File: src/rtl/alsu_pipe.sv
// alsu_pipe: two-stage pipelined arithmetic/logic/shift unit
// with valid/ready flow control, error tagging and LED blink.
module alsu_pipe #(
    parameter int    BITS           = 8,
    parameter string INPUT_PRIORITY = "A",
    parameter string FULL_ADDER     = "ON",
    parameter int    BLINK_DIV      = 4,
    parameter int    SH_W           = $clog2(BITS)
) (
    input  logic              clk,
    input  logic              rst,
    input  logic              in_valid,
    output logic              in_ready,
    input  logic [BITS-1:0]   A,
    input  logic [BITS-1:0]   B,
    input  logic [2:0]        opcode,
    input  logic              cin,
    input  logic              SI,
    input  logic              sh_left,
    input  logic [SH_W-1:0]   shamt,
    input  logic              red_op_A,
    input  logic              red_op_B,
    output logic [2*BITS-1:0] out,
    output logic              out_valid,
    input  logic              out_ready,
    output logic              err,
    output logic [7:0]        err_count,
    output logic [15:0]       leds
);

    localparam int RW      = 2 * BITS;
    localparam bit PRI_B   = (INPUT_PRIORITY == "B");
    localparam bit USE_CIN = (FULL_ADDER == "ON");
    localparam int CW      = (BLINK_DIV > 1) ? $clog2(BLINK_DIV) : 1;

    localparam logic [2:0] OP_AND = 3'b000;
    localparam logic [2:0] OP_XOR = 3'b001;
    localparam logic [2:0] OP_ADD = 3'b010;
    localparam logic [2:0] OP_MUL = 3'b011;
    localparam logic [2:0] OP_SHF = 3'b100;
    localparam logic [2:0] OP_ROT = 3'b101;

    typedef struct packed {
        logic [BITS-1:0] a;
        logic [BITS-1:0] b;
        logic [2:0]      op;
        logic            cin;
        logic            si;
        logic            left;
        logic [SH_W-1:0] shamt;
        logic            ra;
        logic            rb;
    } s1_t;

    s1_t             s1;
    logic            s1_valid;
    logic            en;
    logic            delivered;
    logic [RW-1:0]   res;
    logic            inv;
    logic [BITS-1:0] red_sel;
    logic [BITS:0]   sum;
    logic            cin_eff;
    logic [BITS-1:0] fill;
    logic [SH_W-1:0] rot_amt;
    logic [BITS-1:0] shl_r;
    logic [BITS-1:0] shr_r;
    logic [BITS-1:0] rol_r;
    logic [BITS-1:0] ror_r;
    logic            blink;
    logic [CW-1:0]   bcnt;

    assign en        = !out_valid || out_ready;
    assign in_ready  = en;
    assign delivered = out_valid && out_ready;

    always_comb begin
        res     = '0;
        inv     = 1'b0;
        red_sel = (s1.ra && s1.rb) ? (PRI_B ? s1.b : s1.a)
                                   : (s1.ra ? s1.a : s1.b);
        cin_eff = USE_CIN ? s1.cin : 1'b0;
        sum     = {1'b0, s1.a} + {1'b0, s1.b} + {{BITS{1'b0}}, cin_eff};
        fill    = {BITS{s1.si}};
        rot_amt = SH_W'(int'(s1.shamt) % BITS);
        // Double-width windows let one shifter handle fill and wrap.
        shl_r   = BITS'(({s1.a, fill} << s1.shamt) >> BITS);
        shr_r   = BITS'({fill, s1.a} >> s1.shamt);
        rol_r   = BITS'(({s1.a, s1.a} << rot_amt) >> BITS);
        ror_r   = BITS'({s1.a, s1.a} >> rot_amt);
        unique case (s1.op)
            OP_AND: res = (s1.ra || s1.rb) ? RW'(&red_sel)
                                           : RW'(s1.a & s1.b);
            OP_XOR: res = (s1.ra || s1.rb) ? RW'(^red_sel)
                                           : RW'(s1.a ^ s1.b);
            OP_ADD: res = RW'(sum);
            OP_MUL: res = {{BITS{1'b0}}, s1.a} * {{BITS{1'b0}}, s1.b};
            OP_SHF: res = s1.left ? RW'(shl_r) : RW'(shr_r);
            OP_ROT: res = s1.left ? RW'(rol_r) : RW'(ror_r);
            default: inv = 1'b1;
        endcase
        if ((s1.ra || s1.rb) && s1.op != OP_AND && s1.op != OP_XOR) begin
            inv = 1'b1;
        end
        if (inv) begin
            res = '0;
        end
    end

    always_ff @(posedge clk) begin
        if (rst) begin
            s1        <= '0;
            s1_valid  <= 1'b0;
            out       <= '0;
            out_valid <= 1'b0;
            err       <= 1'b0;
        end else if (en) begin
            s1_valid <= in_valid;
            if (in_valid) begin
                s1 <= '{a: A, b: B, op: opcode, cin: cin, si: SI,
                        left: sh_left, shamt: shamt,
                        ra: red_op_A, rb: red_op_B};
            end
            out_valid <= s1_valid;
            out       <= s1_valid ? res : '0;
            err       <= s1_valid && inv;
        end
    end

    always_ff @(posedge clk) begin
        if (rst) begin
            err_count <= 8'd0;
            blink     <= 1'b0;
            bcnt      <= '0;
            leds      <= 16'h0000;
        end else if (delivered && err) begin
            if (err_count != 8'hFF) begin
                err_count <= err_count + 8'd1;
            end
            blink <= 1'b1;
            bcnt  <= '0;
            leds  <= 16'hFFFF;
        end else if (delivered) begin
            blink <= 1'b0;
            bcnt  <= '0;
            leds  <= 16'h0000;
        end else if (blink) begin
            if (bcnt == CW'(BLINK_DIV - 1)) begin
                bcnt <= '0;
                leds <= ~leds;
            end else begin
                bcnt <= bcnt + 1'b1;
            end
        end
    end

endmodule

File: config.mk
export PLATFORM = sky130hd
export DESIGN_NAME = alsu_pipe
export DESIGN_NICKNAME = d
export VERILOG_FILES = /design/src/rtl/alsu_pipe.sv
export SDC_FILE = /design/constraint.sdc
export NUM_CORES = 1
export LEC_CHECK = 0
export ABC_AREA = 1
export CELL_PAD_IN_SITES_DETAIL_PLACEMENT = 1
export CELL_PAD_IN_SITES_GLOBAL_PLACEMENT = 2
export CORE_AREA = 2 2 147 149
export DETAILED_ROUTE_END_ITERATION = 8
export DIE_AREA = 0 0 149 151
export HOLD_SLACK_MARGIN = 0.02
export PLACE_DENSITY = 0.91
export REMOVE_ABC_BUFFERS = 1
export SETUP_SLACK_MARGIN = 0.4
export SYNTH_ARGS = -nofsm -noshare
export SYNTH_HDL_FRONTEND = slang
export SYNTH_SLANG_ARGS = --single-unit
File: constraint.sdc
create_clock -name clk -period 5.4 [get_ports clk]
set_clock_uncertainty 0.2 [all_clocks]
set_input_delay 0.81 -clock clk [delete_from_list [all_inputs] [get_ports clk]]
set_output_delay 0.81 -clock clk [all_outputs]
set_load 0.005 [all_outputs]
==> run_results.csv, run 1 <==
group,metric,value,unit
outcome,status,"finished clean",
final_layout,area_growth_syn_to_layout,18.9,%
sta,tns,0,ps
final_layout,n_antenna_cell,0,
synthesis,synth_cells,1002,
routing,drc,0,
routing,viasPerCell,5.01,
routing,dr.pass1.iters,5,
clock_network,cts_resized,0,
sta,fin_crit,4680,ps
synthesis,ys_seq_elements,73,
clock_network,ctsLongestPathBuffers,2,
clock_network,cts.sinks,73,
synthesis,synth.most_common_cell,"nand2_1",
clock_network,tritoncts,"done",
global_routing,grt_antenna_before_repair,0,
routing,drtAntennaViolNets,0,
sta,final_hold_viol_count,0,
clock_network,cts_made_buffers,9,
placement,io_buffers,73,
routing,wire_per_inst,16.5,microns
global_routing,grt_pass1_vias,6996,
routing,num_vias,6663,
worst_setup_path,critPathMaxStageDelay,610,ps
pwr,irDropWorstVdd,0.000131,V
worst_setup_path,crit_path_max_fanout,11,
worst_setup_path,setup.worst_path.end,"out[11]",
worst_setup_path,startpoint,"s1[22]",
synthesis,ys.flop_type,"dfxtp_1",
sta,max_freq,213,MHz
synthesis,yosys.area.top_type_share,22.1,%
placement,place_congestion,0.848,
pwr,powerDensity,221,nW/um^2
clock_network,h-tree-depth,3,
clock_network,clkTransAtPathRegs,70,ps
final_layout,finish.utilization,37.8,%
synthesis,synthArstFlopShare,0,%
routing,drtIter0Drc,305,
worst_setup_path,r2r-start,"s1[22]",
global_routing,grt_max_degree,44,
hold_path,hold_path_class,"register to register",
floorplanning,die_h,151,microns
final_layout,drive_gt1_share,4.36,%
worst_setup_path,r2r_cells,15,
sta,tightestPinTransition,1000,ps
routing,wl,22000,microns
synthesis,syn_area,6620,sq um
global_routing,track_usage,20.6,%
clock_network,cts_hold_buf,0,
worst_setup_path,cp.required,5420,ps
sta,min_period_over_period,86.8,%
worst_setup_path,critPathKind,"register to register",
synthesis,synth_edf_count,0,
synthesis,yosysWarnings,0,
floorplanning,rows,53,
clock_network,clock-root-buffer,"clkbuf_16",
sta,relSlewSlack,33.3,%
clock_network,worst_skew_pair.late_latency,350,ps
synthesis,synthTopCellsByArea,"dfxtp_1 22%, nand2_1 15%, fa_1 11%",
worst_setup_path,path_cells,"ha_1, fa_1, ha_1, inv_1, fa_1, fa_1, inv_1, ha_1, a21oi_1, nand2_1, a21boi_1, o21ai_0, or2_0, nand3_1, a21oi_1",
final_layout,final_net_count,1169,
worst_setup_path,worstPathArrival,4710,ps
synthesis,synth_common_cells,"273 x nand2_1, 154 x inv_1, 98 x nand3_1",
sta,slew_violations,0,
placement,hpwlAfterDp,17200,microns
sta,rsz0062_at_grt,"no",
floorplanning,boundaryPins,74,
worst_setup_path,cp_slowest_cell,"dfxtp_1",
worst_setup_path,worst_setup_path_start_kind,"register",
synthesis,synth_cell_types,40,
worst_setup_path,end_kind,"register",
floorplanning,core,20800,sq um
pwr,power.leakage,0.00390,uW
flow_run,cap_violations,0,
worst_setup_path,reg2reg_to,"out[11]",
global_routing,grt_pass1_wl,36600,microns
synthesis,synth_seq_area_share,22.1,%
clock_network,cts_setup_buffers,0,
global_routing,gr-total-overflow,0,
floorplanning,initial_core_util,31.8,%
floorplanning,die-area,22500,sq um
synthesis,synth_top_cell_by_area,"dfxtp_1",
worst_setup_path,reg2reg_slack,720,ps
sta,setup_viol,0,
floorplanning,die_w,149,microns
synthesis,synth_area_per_cell,6.61,sq um
[per-stage QoR]
| step | setup WS, ps | total power, uW | hold slack [ps] | std cells | cell area (sq um) |
|---|---|---|---|---|---|
| floorplan | 1110 | 918 | 243 | 957 | 6420 |
| global placement | 877 | 1090 | 252 | 1314 | 7560 |
| detailed placement | 707 | 1100 | 260 | 1314 | 7560 |
| CTS | 724 | 1760 | 270 | 1330 | 7870 |
| global route | 420 | 1850 | 290 | 1330 | 7870 |
| finish | 715 | 1740 | 266 | 1330 | 7870 |
[critical path: cells and delay by family, from the launching register on]
kind | cells | cell delay [ps]
AOI/OAI and AO/OA | 4 | 720
adders and majority gates | 6 | 2490
buffers and inverters | 2 | 90
DFF | 1 | 610
and+or+nand+nor | 3 | 430
[flip-flops by register name (all words and copies together) (netlist names)]
register   flops
bcnt           2
blink          1
cin_eff        1
err            1
err_count      8
fill           1
leds          16
out           16
out_valid      1
s1            25
s1_valid       1
[layout by cell type, fill, tap and decap left out, types with 2 or more instances in the layout]
master and instances:
a31oi_1 2, a211oi_1 16, nand4_1 11, nor2_1 47, inv_1 154, inv_2 6, nand2_1 273, clkinvlp_4 2
o21ai_1 5, nand3_1 98, nand3b_1 2, nor3_1 5, clkdlybuf4s50_1 73, o21ai_0 52, fa_1 38, nor2_2 3
xnor2_1 4, nor3_2 2, o21bai_1 2, dfxtp_1 73, or2_2 4, o21a_1 3, clkbuf_16 9, ha_1 50
buf_4 9, inv_6 3, o22ai_1 3, a21oi_1 89, o211ai_1 2
[routing by layer]
| layer | wire, microns | GRT usage [%] |
|---|---|---|
| met1 | 9830 | 26.0 |
| met2 | 10800 | 36.2 |
| met3 | 651 | 2.35 |
| met4 | 661 | 7.48 |
| met5 | 0 | 0 |
[worst min-delay path by stage]
stage	endpoint	slack (ps)	cells past startpoint	from
floorplan	bcnt[1]	240	2	bcnt[1]
global route	out[0]	290	2	out[0]
CTS	out[0]	270	2	out[0]
finish	out[0]	270	2	out[0]
detailed placement	out[0]	260	2	out[0]
global placement	out[1]	250	2	out[1]
[layout make-up]
cell class	count	area [sq um]
multi-input combinational	723	4350
fill	2707	13000
clock inverter	7	82.6
inverter	161	607
clock buffer	9	225
timing repair buffer	82	798
sequential	73	1460
tap	275	344
[cells by family (layout without fill, tap and decap cells)]
family	Yosys count	count (layout)	share of synthesized area, %
AO/OA/AOI/OAI	179	179	14.9
XOR/XNOR	4	4	0.529
adder cells (fa/ha/maj)	88	88	20.9
buffers and inverters	206	259	12.2
flip-flops	73	73	22.1
AND/OR/NAND/NOR	452	452	29.3
[power by group]
group          internal [uW]  leakage (uW)  switching, uW  total (uW)
registers                562      0.000597           48.3         610
clock network            367      0.000145            289         656
logic                    179       0.00316            297         476
Note: power is estimated with default switching activity, not from simulation.
==> run 2, diff against run 1 <==
--- a/config.mk
+++ b/config.mk
@@ -9,6 +9,7 @@
 export CELL_PAD_IN_SITES_DETAIL_PLACEMENT = 1
 export CELL_PAD_IN_SITES_GLOBAL_PLACEMENT = 2
 export CORE_AREA = 2 2 147 149
+export CTS_CLUSTER_SIZE = 12
 export DETAILED_ROUTE_END_ITERATION = 8
 export DIE_AREA = 0 0 149 151
 export HOLD_SLACK_MARGIN = 0.02
==> results of run 2 <==
Same layout as run 1: the final DEF is identical, and so are final timing and power.
